==> src/rtl/piso_pkg.sv <==
// Shared types and limits for the parallel-in, serial-out transmitter.
package piso_pkg;

  typedef enum logic {
    IDLE  = 1'b0,
    SHIFT = 1'b1
  } state_e;

  // Smallest legal word width; the shifter needs at least two bit positions.
  localparam int MIN_WIDTH = 2;

endpackage

==> src/rtl/piso_serializer.sv <==
// Word-in, bit-out transmitter. A one-word holding register feeds the shifter
// so consecutive words leave back-to-back with no idle bit between them.
module piso_serializer
  import piso_pkg::*;
#(
  parameter int WIDTH     = 8,
  parameter bit MSB_FIRST = 1'b1
) (
  input  logic             clk,
  input  logic             reset,
  input  logic [WIDTH-1:0] s_data,
  input  logic             s_valid,
  output logic             s_ready,
  input  logic             bit_en,
  output logic             ser_out,
  output logic             ser_valid,
  output logic             ser_first,
  output logic             ser_last,
  output logic             busy
);

  localparam int            CW       = $clog2(WIDTH);
  localparam logic [CW-1:0] LAST_BIT = CW'(WIDTH - 1);

  if (WIDTH < MIN_WIDTH) begin : g_width_check
    $error("piso_serializer: WIDTH must be at least 2");
  end

  state_e           state_q, state_d;
  logic             hold_full_q, hold_full_d;
  logic [WIDTH-1:0] hold_q, hold_d;
  logic [WIDTH-1:0] shift_q, shift_d;
  logic [WIDTH-1:0] shift_next;
  logic [CW-1:0]    bit_cnt_q, bit_cnt_d;
  logic             out_bit;

  // The output end of the shifter is fixed by bit order; shifting moves
  // the next bit toward it and zero-fills the far end.
  if (MSB_FIRST) begin : g_msb_first
    assign shift_next = {shift_q[WIDTH-2:0], 1'b0};
    assign out_bit    = shift_q[WIDTH-1];
  end else begin : g_lsb_first
    assign shift_next = {1'b0, shift_q[WIDTH-1:1]};
    assign out_bit    = shift_q[0];
  end

  always_comb begin
    state_d     = state_q;
    hold_full_d = hold_full_q;
    hold_d      = hold_q;
    shift_d     = shift_q;
    bit_cnt_d   = bit_cnt_q;

    case (state_q)
      IDLE: begin
        if (hold_full_q) begin
          shift_d     = hold_q;
          hold_full_d = 1'b0;
          bit_cnt_d   = '0;
          state_d     = SHIFT;
        end
      end
      SHIFT: begin
        if (bit_en) begin
          if (bit_cnt_q != LAST_BIT) begin
            shift_d   = shift_next;
            bit_cnt_d = bit_cnt_q + CW'(1);
          end else if (hold_full_q) begin
            shift_d     = hold_q;
            hold_full_d = 1'b0;
            bit_cnt_d   = '0;
          end else begin
            state_d = IDLE;
          end
        end
      end
    endcase

    // Accept only into an empty hold, so it never collides with a drain.
    if (s_valid && !hold_full_q) begin
      hold_d      = s_data;
      hold_full_d = 1'b1;
    end
  end

  always_ff @(posedge clk) begin
    if (reset) begin
      state_q     <= IDLE;
      hold_full_q <= 1'b0;
      hold_q      <= '0;
      shift_q     <= '0;
      bit_cnt_q   <= '0;
    end else begin
      state_q     <= state_d;
      hold_full_q <= hold_full_d;
      hold_q      <= hold_d;
      shift_q     <= shift_d;
      bit_cnt_q   <= bit_cnt_d;
    end
  end

  assign s_ready   = !hold_full_q;
  assign ser_valid = (state_q == SHIFT);
  assign ser_out   = ser_valid && out_bit;
  assign ser_first = ser_valid && (bit_cnt_q == '0);
  assign ser_last  = ser_valid && (bit_cnt_q == LAST_BIT);
  assign busy      = hold_full_q || ser_valid;

endmodule

==> config.mk <==
export PLATFORM = sky130hd
export DESIGN_NAME = piso_serializer
export DESIGN_NICKNAME = d
export VERILOG_FILES = /design/src/rtl/piso_pkg.sv /design/src/rtl/piso_serializer.sv
export SDC_FILE = /design/constraint.sdc
export NUM_CORES = 1
export LEC_CHECK = 0
export CORE_UTILIZATION = 46
export CTS_CLUSTER_SIZE = 25
export DETAILED_ROUTE_END_ITERATION = 6
export GPL_TIMING_DRIVEN = 0
export PLACE_DENSITY = 0.78
export SYNTH_ARGS = -nofsm -noshare
export SYNTH_HDL_FRONTEND = slang
export SYNTH_SLANG_ARGS = --single-unit
==> constraint.sdc <==
create_clock -name clk -period 1.6 [get_ports clk]
set_input_delay 0.32 -clock clk [delete_from_list [all_inputs] [get_ports clk]]
set_output_delay 0.32 -clock clk [all_outputs]
set_load 0.05 [all_outputs]
* Word-level counts from Yosys, hierarchy flattened
Index checks and enable logic that the tools add are counted.
** Word-level totals
- Logic and storage cells :: 36
- Bits in registers :: 21
- Output and inout port bits :: 6
** Operators by class
- $add $sub $neg :: 1
- Bitwise logic cells :: 1
- Reduce and logical (&&, ||, !) cells :: 8
- Muxes and demuxes :: 16
- Eq/ne operators :: 5
** Operators by type and width (count)
- two-way mux 8 bit :: 3
- one-hot mux 8 bit (2 select lines) :: 1
- two-way mux 3 bit :: 3
- two-way mux 1 bit :: 6
- inequality test 3 x 2 -> 1 bit (second input constant) :: 2
- one-hot mux 3 bit (2 select lines) :: 1
- logical AND 1 bit :: 4
- one-hot mux 1 bit (2 select lines) :: 2
- adder 3 x 1 -> 3 bit (second input constant) :: 1
- == test 3 bit (second input constant) :: 1
- zero test 3 bit :: 1
- inequality test 3 bit (second input constant) :: 1
- inequality test 2 bit (second input constant) :: 1
- AND reduction 2 bit :: 1
- zero test 1 bit :: 1
- logical OR 1 bit :: 1
- inverter 1 bit :: 1

* Logic depth before layout (Yosys ltp)
- Depth in word-level cells :: 5
- Depth in mapped cells :: 6
- Mapped depth without buffers :: 5

* Worst setup path before layout
Ideal clock, no wire load.
- Path kind :: reg-to-output
- From :: register state_q, in the netlist ser_valid
- To :: output port ser_first
- Stages on the path, launching flop included :: 4
- Setup slack :: -0.235 ns
- Arrival :: 1.515 ns
- Cells stage by stage :: dfxtp_1 -> buf_6 -> nand2_1 -> nor2_1
** Between the ends
- Longest elaborated chain between the ends :: 1
** Ends and longest elaborated chain
- from (decl) :: RTL line piso_serializer.sv:29 : state_e state_q, state_d;
- from (signal assigned) :: RTL line piso_serializer.sv:94 : state_q <= state_d;
- logical AND 1 bit :: RTL line piso_serializer.sv:105 : assign ser_first = ser_valid && (bit_cnt_q == '0);
- to (decl) :: RTL line piso_serializer.sv:17 : output logic ser_first,
No other way between the ends.

* Worst setup path in the final report
- From :: register bit_cnt_q[1]
- To :: output port ser_last
** Between the ends
- Longest elaborated chain between the ends :: 2
** Ends and longest elaborated chain
- from (decl) :: RTL line piso_serializer.sv:34 : logic [CW-1:0] bit_cnt_q, bit_cnt_d;
- from (signal assigned) :: RTL line piso_serializer.sv:98 : bit_cnt_q <= bit_cnt_d;
- == test 3 bit :: RTL line piso_serializer.sv:106 : assign ser_last = ser_valid && (bit_cnt_q == LAST_BIT);
- logical AND 1 bit :: RTL line piso_serializer.sv:106
- to (decl) :: RTL line piso_serializer.sv:18 : output logic ser_last,
No other way between the ends.

==> flow_summary.toml <==
[status]
run_status = "complete, but fails checks"
failed_checks = "setup timing"

[floorplan]
die-area_um2 = 2470
core_area_um2 = 2040
die_h_um = 49.7
die_width_um = 49.7
starting_density_of_the_core_pct = 51.3
placementRows = 16
ios = 18

[global_route]
grt-ovfl-total = 0
grt_first_pass_wirelength_um = 3770
grt_start_max_net_pins = 12
grt_pass1_vias = 847
antenna_found_initial = 0
track_usage_pct = 19.8

[cells_and_area]
antenna_cells = 0
most-common-layout-cells = "sky130_fd_sc_hd__nand2_1 (28), sky130_fd_sc_hd__dfxtp_1 (17), sky130_fd_sc_hd__inv_1 (10), sky130_fd_sc_hd__a21oi_1 (10), sky130_fd_sc_hd__clkdlybuf4s50_1 (10)"
finish.net_count = 166
area_growth_syn_to_layout_pct = 25.9
drive_gt1_share_pct = 20.1
layout.cells.most_common = "sky130_fd_sc_hd__nand2_1"
finalCoreUtilization_pct = 64.6

[power]
irDropWorstVdd_mv = 0.905
totalPowerFinal_mw = 1.08
p_per_area_nw_per_um2 = 822
static-leakage-power_nw = 0.501

[critical_path]
worst_path_largest_cell_delay_ns = 0.36
timing.critical_path.arrival_ns = 1.30
critical_path.endpoint_type = "output port"
crit_top_cell = "sky130_fd_sc_hd__ha_4"
worstSetupStartpointType = "register"
worst_r2r_path_depth = 6
crit_chain = "ha_4 > ha_4 > and2_1 > buf_6"
cp_data_required_time_ns = 1.28
regToRegEndpoint = "shift_q[2]$_SDFFE_PP0P_"
worstSetupPathType = "register to output port"
critical-path-slowest-cell = "sky130_fd_sc_hd__dfxtp_2"
critical_path.reg2reg.startpoint = "bit_cnt_q[1]$_SDFFE_PP0P_"
reg2reg_slack_ns = 0
critical_path_peak_fanout = 4

[clock_network]
tritoncts_num_sinks = 21
htree_levels = 1
ctsRootBufferMaster = "sky130_fd_sc_hd__clkbuf_4"
cts_hold_buf = 0
tritoncts.num_buffers = 3
cts_buffer_depth = 2
clkSlewWorstSetupHoldPaths_ns = 0.11
tritoncts = "done"
clock_insertion_delay_worst_skew_ns = 0.30

[worst_hold_path]
hold_path_end = "shift_q[0]$_SDFFE_PP0P_"
worst_hold_startpoint = "bit_en"
hp-class = "primary input to register"
hold_path_depth = 2

[route]
initialDrtViolationCount = 10
ant_nets = 0
drt_drc_violations_left = 0
detail_route.wl_per_cell_um = 13.1
viasPerCell = 5.39
vias = 949
dr.pass1.iters = 4
wl_um = 2310

[timing]
hold_violations = 0
final_period_utilization_pct = 101
fmaxAchievable_mhz = 618
grt_setup_unrepaired = "yes"
relSlewSlack_pct = 68.1
post_route_skew_ns = 0.00915
fin_ws_ns = -0.0180
setup_failing_eps_final = 2
finalSetupTns_ns = -0.0191
worst-slew-pin-transition_ns = 0.481
fin_crit_ns = 1.62
finalMaxSlewViolations = 0

[placed_design]
routabilityCongestion = 0.754
dp_slack_ns = -0.426
port_buffers = 16
dp.final_hpwl_um = 1590

[yosys]
synth-seq-cells = 21
synth_top_cells_by_area = "sky130_fd_sc_hd__dfxtp_1 (40%), sky130_fd_sc_hd__nand2_1 (10%), sky130_fd_sc_hd__a31oi_1 (5.4%), sky130_fd_sc_hd__a21oi_1 (4.8%), sky130_fd_sc_hd__ha_1 (4.8%)"
synth_largest_type_area_fraction_pct = 40.1
synth_sequential_area_ratio_pct = 40.1
synth_area_per_cell_um2 = 8.18
syn_nets = 144
post_synth_inst_count = 128
post_synth_num_cell_types = 26
ys.warnings.count = 0
post-synth-top-area-cell = "sky130_fd_sc_hd__dfxtp_1"
mappedNetlistArea_um2 = 1050

[flow_run]
timing.max_cap.violations = 0
==> layout make-up <==
cell class	count	area (um2)
plain buffers	10	78.8
clock buffers	4	26.3
fillers	181	723
inverters	10	37.5
multi-input cells	87	551
flip-flops and latches	21	425
well taps	27	33.8
repair buffers	17	166
==> what timing repair did <==
item / in CTS / in global routing
gates resized for setup: 36 / 6
buffers inserted: 1 / 0
endpoints found under the setup margin: 14 / 20
pin swaps: 2 / 1
==> power by group <==
| part | switching [mW] | internal, mW | total (mW) |
|---|---|---|---|
| logic | 0.137 | 0.113 | 0.249 |
| clock network | 0.152 | 0.0971 | 0.249 |
| registers | 0.0250 | 0.560 | 0.585 |
==> logic make-up (layout without fill, tap and decap cells) <==
kind of cell	after synthesis	after routing	synth area share (%)
AOI/OAI and AO/OA	31	31	21.5
adders and majority gates	4	4	4.78
DFF	21	21	40.1
buffers and inverters	20	41	10.4
and+or+nand+nor	52	52	23.2
==> critical path: cells and delay by family (launching register included) <==
| kind | cells | cell delay (ns) |
|---|---|---|
| adders and majority gates | 2 | 0.33 |
| buffers and inverters | 1 | 0.15 |
| DFF | 1 | 0.36 |
| and+or+nand+nor | 1 | 0.16 |
==> synthesized netlist by cell type, drive strengths merged <==
library cell	n
nand3b	1
ha	4
o221a	3
a221o	4
buf	8
a221oi	1
nor2	7
or2	1
nand2b	2
inv	10
nor2b	4
dfxtp	21
a21oi	11
nand2	28
a21boi	1
clkbuf	2
a31oi	9
or2b	2
nand3	5
and2	2
o21ai	1
a211oi	1
==> state kept, by name (all words and copies together), names as in the netlist <==
name / cells
hold_full_q: 1
ser_valid: 1
shift_q: 8
hold_q: 8
bit_cnt_q: 3
==> layer usage <==
layer / global-route usage [%] / vias to the layer above / part of all wire, %
li1: - / 475 / -
met1: 24.4 / 462 / 46
met2: 34.7 / 10 / 51
met3: 5.86 / 2 / 2.6
met4: 2.38 / 0 / 0.43
met5: 0 / - / 0
==> through the flow <==
stage / cells / hold WS (ns) / instance area, um2
after floorplan: 128 / 0.437 / 1050
final: 176 / 0.280 / 1320
after global routing: 176 / 0.265 / 1320
after CTS: 176 / 0.270 / 1310
after detailed placement: 171 / 0.457 / 1250
after global placement: 171 / 0.447 / 1250
==> worst max-delay path by stage <==
stage | slack (ns) | start | endpoint | depth (start not counted)
floorplan | 0.03 | ser_valid$_SDFF_PP0_ | ser_out | 2
global placement | -0.40 | bit_cnt_q[0]$_SDFFE_PP0P_ | ser_last | 4
detailed placement | -0.43 | bit_cnt_q[0]$_SDFFE_PP0P_ | ser_last | 4
CTS | -0.02 | bit_cnt_q[1]$_SDFFE_PP0P_ | ser_last | 4
global route | -0.06 | bit_cnt_q[1]$_SDFFE_PP0P_ | ser_last | 4
finish | -0.02 | bit_cnt_q[1]$_SDFFE_PP0P_ | ser_last | 4
(Power assumes the default switching activity.)
